[src/rtl/mdu_seq.sv]
// -----------------------------------------------------------------------------
// mdu_seq -- iterative RV32M multiply/divide sequencer
//
// Sits beside the single-cycle ALU in the execute stage. It takes one
// M-extension operation per in_valid/in_ready handshake. It runs either a
// shift-add multiplier or a restoring divider for XLEN cycles, and both
// algorithms share a single adder. The result is returned through an
// out_valid/out_ready handshake. While busy is high the pipeline stalls.
//
// Ports
//   clk        system clock, all state changes on the rising edge
//   rst        synchronous active-high reset
//   in_valid   operation request
//   in_ready   request can be accepted (high only in IDLE)
//   op         funct3: MUL, MULH, MULHSU, MULHU, DIV, DIVU, REM, REMU
//   src1       rs1 value (multiplicand / dividend)
//   src2       rs2 value (multiplier / divisor)
//   flush      abort the current operation and discard its result
//   out_valid  result available
//   out_ready  consumer accepts the result
//   result     operation result, held until the next DONE
//   busy       high in CALC or DONE, drives the execute-stage stall
// -----------------------------------------------------------------------------
module mdu_seq #(
    parameter int XLEN = 32
) (
    input  logic            clk,
    input  logic            rst,
    input  logic            in_valid,
    output logic            in_ready,
    input  logic [2:0]      op,
    input  logic [XLEN-1:0] src1,
    input  logic [XLEN-1:0] src2,
    input  logic            flush,
    output logic            out_valid,
    input  logic            out_ready,
    output logic [XLEN-1:0] result,
    output logic            busy
);

    localparam int CW = (XLEN > 1) ? $clog2(XLEN) : 1;

    localparam logic [2:0] OP_MUL    = 3'b000;
    localparam logic [2:0] OP_MULH   = 3'b001;
    localparam logic [2:0] OP_MULHSU = 3'b010;
    localparam logic [2:0] OP_MULHU  = 3'b011;
    localparam logic [2:0] OP_DIV    = 3'b100;
    localparam logic [2:0] OP_DIVU   = 3'b101;
    localparam logic [2:0] OP_REM    = 3'b110;
    localparam logic [2:0] OP_REMU   = 3'b111;

    localparam logic [XLEN-1:0] MIN_NEG = {1'b1, {(XLEN-1){1'b0}}};

    typedef enum logic [1:0] {
        S_IDLE,
        S_CALC,
        S_DONE
    } state_t;

    // ------------------------------------------------------------------
    // State
    // ------------------------------------------------------------------
    state_t              state_q;
    logic [2:0]          op_q;
    logic [CW-1:0]       cnt_q;
    logic [XLEN-1:0]     opa_q;      // multiplicand (mul) or divisor (div) magnitude
    logic [2*XLEN-1:0]   acc_q;      // {hi, multiplier} or {remainder, quotient}
    logic                neg_res_q;  // negate product / quotient
    logic                neg_rem_q;  // negate remainder (dividend was negative)
    logic                in_ready_q;
    logic                out_valid_q;
    logic                busy_q;
    logic [XLEN-1:0]     result_q;

    // ------------------------------------------------------------------
    // Accept-time decode, taken straight from the request inputs
    // ------------------------------------------------------------------
    logic            src1_signed, src2_signed;
    logic            neg1, neg2;
    logic [XLEN-1:0] mag1, mag2;
    logic            is_div_in;
    logic            div_zero, div_ovf, special;
    logic [XLEN-1:0] special_res;
    logic [XLEN-1:0] opa_d;
    logic [2*XLEN-1:0] acc_init_d;

    // NOTE: every signal assigned in an always_comb gets a default at the top,
    // so that no path leaves it unassigned and no latch is inferred.
    always_comb begin
        src1_signed = 1'b0;
        src2_signed = 1'b0;
        case (op)
            OP_MUL, OP_MULH, OP_DIV, OP_REM: begin
                src1_signed = 1'b1;
                src2_signed = 1'b1;
            end
            OP_MULHSU: src1_signed = 1'b1;
            default: ;
        endcase

        neg1 = src1_signed & src1[XLEN-1];
        neg2 = src2_signed & src2[XLEN-1];
        mag1 = neg1 ? -src1 : src1;
        mag2 = neg2 ? -src2 : src2;

        is_div_in = op[2];
        div_zero  = is_div_in && (src2 == '0);
        // Signed overflow applies to DIV and REM only; op[0] marks the unsigned forms.
        div_ovf   = is_div_in && !op[0] && (src1 == MIN_NEG) && (src2 == '1);
        special   = div_zero || div_ovf;

        // op[1] separates REM/REMU from DIV/DIVU inside the divide group.
        if (div_zero) begin
            special_res = op[1] ? src1 : '1;
        end else begin
            special_res = op[1] ? '0 : MIN_NEG;
        end

        // The multiplier starts in the low half and is shifted out as the
        // product moves in. The dividend starts in the low half and is
        // shifted into the remainder one bit per step.
        opa_d      = is_div_in ? mag2 : mag1;
        acc_init_d = is_div_in ? {{XLEN{1'b0}}, mag1} : {{XLEN{1'b0}}, mag2};
    end

    // ------------------------------------------------------------------
    // One iteration step through a single shared adder
    // ------------------------------------------------------------------
    logic [XLEN:0]     add_a, add_b;
    logic              add_sub;
    logic [XLEN+1:0]   sum;
    logic [2*XLEN-1:0] acc_d;
    logic [2*XLEN-1:0] prod_d;
    logic [XLEN-1:0]   quot_d, rem_d;
    logic [XLEN-1:0]   final_res_d;

    always_comb begin
        // For divide, the partial remainder after the left shift can need
        // XLEN+1 bits. The top accumulator bit therefore joins the trial
        // subtraction.
        if (op_q[2]) begin
            add_a   = acc_q[2*XLEN-1:XLEN-1];
            add_b   = {1'b0, opa_q};
            add_sub = 1'b1;
        end else begin
            add_a   = {1'b0, acc_q[2*XLEN-1:XLEN]};
            add_b   = {1'b0, opa_q};
            add_sub = 1'b0;
        end

        // One extra bit of width lets sum[XLEN+1] act as the borrow/sign of the
        // trial subtraction.
        sum = {1'b0, add_a}
            + ({1'b0, add_b} ^ {(XLEN+2){add_sub}})
            + {{(XLEN+1){1'b0}}, add_sub};

        acc_d = acc_q;
        if (op_q[2]) begin
            if (sum[XLEN+1]) begin
                // Trial went negative: restore, i.e. plain shift with quotient bit 0.
                acc_d = {acc_q[2*XLEN-2:0], 1'b0};
            end else begin
                acc_d = {sum[XLEN-1:0], acc_q[XLEN-2:0], 1'b1};
            end
        end else begin
            if (acc_q[0]) begin
                acc_d = {sum[XLEN:0], acc_q[XLEN-1:1]};
            end else begin
                acc_d = {1'b0, acc_q[2*XLEN-1:1]};
            end
        end

        // Sign correction and result select. These are only captured on the
        // last step.
        prod_d = neg_res_q ? -acc_d : acc_d;
        quot_d = neg_res_q ? -acc_d[XLEN-1:0] : acc_d[XLEN-1:0];
        rem_d  = neg_rem_q ? -acc_d[2*XLEN-1:XLEN] : acc_d[2*XLEN-1:XLEN];

        case (op_q)
            OP_MUL:                        final_res_d = prod_d[XLEN-1:0];
            OP_MULH, OP_MULHSU, OP_MULHU:  final_res_d = prod_d[2*XLEN-1:XLEN];
            OP_DIV, OP_DIVU:               final_res_d = quot_d;
            OP_REM, OP_REMU:               final_res_d = rem_d;
            default:                       final_res_d = '0;
        endcase
    end

    // ------------------------------------------------------------------
    // Sequencer FSM with registered handshake outputs
    // ------------------------------------------------------------------
    // NOTE: sequential state is written only with non-blocking assignments.
    // All registers then update together at the edge, whatever the order of
    // the statements.
    always_ff @(posedge clk) begin
        if (rst) begin
            state_q     <= S_IDLE;
            op_q        <= '0;
            cnt_q       <= '0;
            opa_q       <= '0;
            acc_q       <= '0;
            neg_res_q   <= 1'b0;
            neg_rem_q   <= 1'b0;
            in_ready_q  <= 1'b1;
            out_valid_q <= 1'b0;
            busy_q      <= 1'b0;
            result_q    <= '0;
        end else if (flush) begin
            // The abort drops any request offered in the same cycle. The last
            // delivered result stays on the output.
            state_q     <= S_IDLE;
            cnt_q       <= '0;
            in_ready_q  <= 1'b1;
            out_valid_q <= 1'b0;
            busy_q      <= 1'b0;
        end else begin
            case (state_q)
                S_IDLE: begin
                    if (in_valid && in_ready_q) begin
                        op_q       <= op;
                        opa_q      <= opa_d;
                        acc_q      <= acc_init_d;
                        neg_res_q  <= neg1 ^ neg2;
                        neg_rem_q  <= neg1;
                        cnt_q      <= '0;
                        in_ready_q <= 1'b0;
                        busy_q     <= 1'b1;
                        if (special) begin
                            result_q    <= special_res;
                            out_valid_q <= 1'b1;
                            state_q     <= S_DONE;
                        end else begin
                            state_q     <= S_CALC;
                        end
                    end
                end

                S_CALC: begin
                    acc_q <= acc_d;
                    if (cnt_q == CW'(XLEN - 1)) begin
                        cnt_q       <= '0;
                        result_q    <= final_res_d;
                        out_valid_q <= 1'b1;
                        state_q     <= S_DONE;
                    end else begin
                        cnt_q <= cnt_q + CW'(1);
                    end
                end

                S_DONE: begin
                    if (out_ready) begin
                        out_valid_q <= 1'b0;
                        busy_q      <= 1'b0;
                        in_ready_q  <= 1'b1;
                        state_q     <= S_IDLE;
                    end
                end

                default: begin
                    state_q     <= S_IDLE;
                    in_ready_q  <= 1'b1;
                    out_valid_q <= 1'b0;
                    busy_q      <= 1'b0;
                end
            endcase
        end
    end

    assign in_ready  = in_ready_q;
    assign out_valid = out_valid_q;
    assign busy      = busy_q;
    assign result    = result_q;

endmodule

[config.mk]
export PLATFORM = sky130hd
export DESIGN_NAME = mdu_seq
export DESIGN_NICKNAME = d
export VERILOG_FILES = /design/src/rtl/mdu_seq.sv
export SDC_FILE = /design/constraint.sdc
export NUM_CORES = 1
export LEC_CHECK = 0
export CELL_PAD_IN_SITES_DETAIL_PLACEMENT = 1
export CELL_PAD_IN_SITES_GLOBAL_PLACEMENT = 1
export CORE_MARGIN = 2
export CORE_UTILIZATION = 45
export CTS_BUF_LIST = sky130_fd_sc_hd__clkbuf_8
export CTS_CLUSTER_SIZE = 10
export DETAILED_ROUTE_END_ITERATION = 10
export HOLD_SLACK_MARGIN = 0.15
export PLACE_DENSITY_LB_ADDON = 0.1
export SLEW_MARGIN = 10
export SYNTH_ARGS = -nofsm -noshare
export SYNTH_HDL_FRONTEND = slang
export SYNTH_SLANG_ARGS = --single-unit
[constraint.sdc]
create_clock -name clk -period 21.3 [get_ports clk]
set_clock_uncertainty 0.2 [all_clocks]
set_input_delay 4.26 -clock clk [delete_from_list [all_inputs] [get_ports clk]]
set_output_delay 4.26 -clock clk [all_outputs]
set_load 0.1 [all_outputs]
==> flow_metrics.py <==
metrics = {
    "clock_tree": {
        "root_buffer": "clkbuf_8",
        "clk_pin_slew_ns": 0.10,
        "ctsHoldBuffers": 0,
        "clockBufferDepth": 2,
        "insertion_delay_ns": 0.51,
        "cts_sinks": 143,
        "cts.repair.resized": 0,
        "tritoncts": "done",
        "cts-htree-levels": 4,
        "cts_buffers": 17,
        "post_cts_buffers": 0,
    },
    "logic_synthesis": {
        "ys_types": 97,
        "syn-cell-area_mm2": 0.0155,
        "seq_area_frac_synth": 0.185,
        "ys_ff_latch": 143,
        "synthCells": 2199,
        "yosysTopAreaCell": "dfxtp_1",
        "synth_ff_type": "dfxtp_1",
        "syn_nets": 2310,
        "synthTopCellsByCount": "nor2_1, nand2_1, a21oi_1",
        "yosysMostFrequentCell": "nor2_1",
        "synth_edf_count": 0,
        "ys_warn_count": 0,
        "async_flop_share": 0,
        "synth_top_area_frac": 0.185,
        "synthTopCellsByArea": "dfxtp_1, nor2_1, a21oi_1, nand2_1, xor2_1",
        "syn_area_per_cell_um2": 7.03,
    },
    "timing": {
        "setup_viol": 0,
        "slew_viol_final": 0,
        "max_slew.worst_pin.slew_ns": 1.12,
        "fmax_mhz": 109,
        "final.setup.tns_ns": 0,
        "fin_crit_sh": 0.431,
        "period_needed_ns": 9.17,
        "rsz0062_at_grt": "false",
        "hold_viol_final": 0,
        "fin_hold_ws_ns": 0.255,
        "timing.slew.headroom": 0.244,
    },
    "place": {
        "gp_congestion": 1.02,
        "dp_hpwl_um": 58300,
        "io_buffers": 106,
    },
    "outcome": {
        "status": "complete, no violations",
    },
    "cells_and_area": {
        "layout-area-overhead-vs-synth_pct": 10.9,
        "nets": 2318,
        "n_fill_cell": 4372,
        "drive_gt1_frac": 0.0698,
    },
    "grt": {
        "grt_antenna_before_repair": 5,
        "grt_max_degree": 88,
        "use_met3": 0.0730,
        "grt_pass1_vias": 17746,
        "met1_usage": 0.524,
        "track_usage": 0.411,
        "grt_pass1_wl_um": 112000,
        "grt_overflow_total": 0,
        "top_usage_layer": "met2",
        "globalRouteMet2Util": 0.656,
    },
    "routing": {
        "drt_pass1_iterations": 7,
        "wire_per_inst_um": 28.1,
        "wl_um": 75100,
        "postRouteAntennaNets": 0,
        "via_count": 18293,
        "avgViaCountPerCell": 6.85,
        "drc": 0,
        "drt_iter0_markers": 1766,
    },
    "worst_setup_path": {
        "cp_max_fo": 23,
        "setup.worst_path.end_class": "register",
        "cp-start-kind": "input pin",
        "path_class": "in -> reg",
        "worstPathArrival_ns": 9.37,
        "required_ns": 21.50,
    },
    "floorplan": {
        "die_x_um": 189,
        "start_util": 0.459,
        "die_area_mm2": 0.0359,
        "core_area_mm2": 0.0337,
        "fp.dieH_um": 189,
        "boundaryPins": 107,
        "fp-row-count": 67,
    },
    "power": {
        "powerDensity_mw_per_mm2": 51.8,
        "ir_drop_mv": 0.0421,
        "power_leakage_nw": 6.36,
    },
    "min_path": {
        "min_path_type": "reg -> reg",
    },
    "flow_run": {
        "maxCapViolations": 0,
    },
}
==> sequential cells by signal, summed over array words and instances, names as in the netlist <==
signal and count:
neg_rem_q 1, opa_q 32, out_valid 1, result 32, busy 1, acc_q 64
op_q 3, neg_res_q 1, cnt_q 5, state_q 2, in_ready 1
==> kinds of logic (layout without fill, tap and decap cells) <==
kind of cell             count (synthesis)  in the layout  share of synthesized area
AND/OR/NAND/NOR                        817            817                      0.250
AO/OA/AOI/OAI                          752            752                      0.328
buffers and inverters                  196            217                     0.0519
XOR/XNOR                               163            163                     0.0923
flip-flops                             143            143                      0.185
multiplexers                            89             89                     0.0604
adder cells (fa/ha/maj)                 39             39                     0.0320
other                                    0              1                          0
==> cell type report <==
class / count / area, µm² / share of cell area
tap: 448 / 561 / 0.0327
inverter: 42 / 158 / 0.00919
clock buffer: 17 / 234 / 0.0136
clock inverter: 15 / 166 / 0.00970
timing repair buffer: 143 / 1330 / 0.0776
antenna: 1 / 2.50 / 0.000146
sequential: 143 / 2870 / 0.167
multi-input combinational: 1860 / 11800 / 0.690
==> stage by stage <==
step,util,cell area (µm²),worst slack [ns],instances,total power [mW]
3_3_place_gp,0.497,16700,11.92,2636,0.639
5_1_grt,0.509,17100,11.80,2668,0.916
6_report,0.509,17200,12.13,2669,0.888
2_1_floorplan,-,15500,12.72,2199,0.512
4_1_cts,0.509,17100,12.25,2668,0.874
3_5_place_dp,0.497,16700,11.71,2636,0.644
==> power breakdown <==
part	switching (mW)	leakage, nW	internal (mW)	total [mW]
Sequential	0.0137	1.16	0.279	0.293
Clock	0.146	0.195	0.0884	0.235
Combinational	0.252	5.00	0.109	0.361
Total	0.412	6.36	0.477	0.888
==> cells in the final DEF (no fill, tap or decap), drive strengths merged, types with 54 or more instances in the layout <==
cell / n
a211oi: 57
a21oi: 181
clkdlybuf4s50: 104
dfxtp: 143
mux2i: 54
nand2: 229
nor2: 259
nor3: 73
o211ai: 78
o21ai: 145
xnor2: 74
xor2: 89
==> worst max-delay path: stages <==
cell	delay [ns]
clkdlybuf4s50_1	0.49
or3_1	0.43
or4b_2	0.75
nor4_2	0.39
nand3b_1	0.27
or4_1	0.63
o21a_1	0.21
a21oi_1	0.26
nand2_1	0.51
a221oi_1	0.55
a21boi_0	0.25
o2111ai_1	0.15
and3_1	0.20
==> worst paths after layout <==
check / slack (ns) / to / start / depth (start not counted)
min: 0.25 / cnt_q[3] / cnt_q[3] / 1
max: 12.13 / result[24] / src2[2] / 13
max reg2reg: 12.69 / result[26] / op_q[2] / 23
min reg2reg: 0.25 / cnt_q[3] / cnt_q[3] / 1
==> layer usage <==
layer,share of wire,up-vias,routed length [µm]
met3,0.078,228,5880
li1,-,8197,-
met2,0.45,900,33500
met5,0.00061,-,46
met1,0.41,8960,30800
met4,0.065,8,4850
Note: power is estimated with default switching activity, not from simulation.
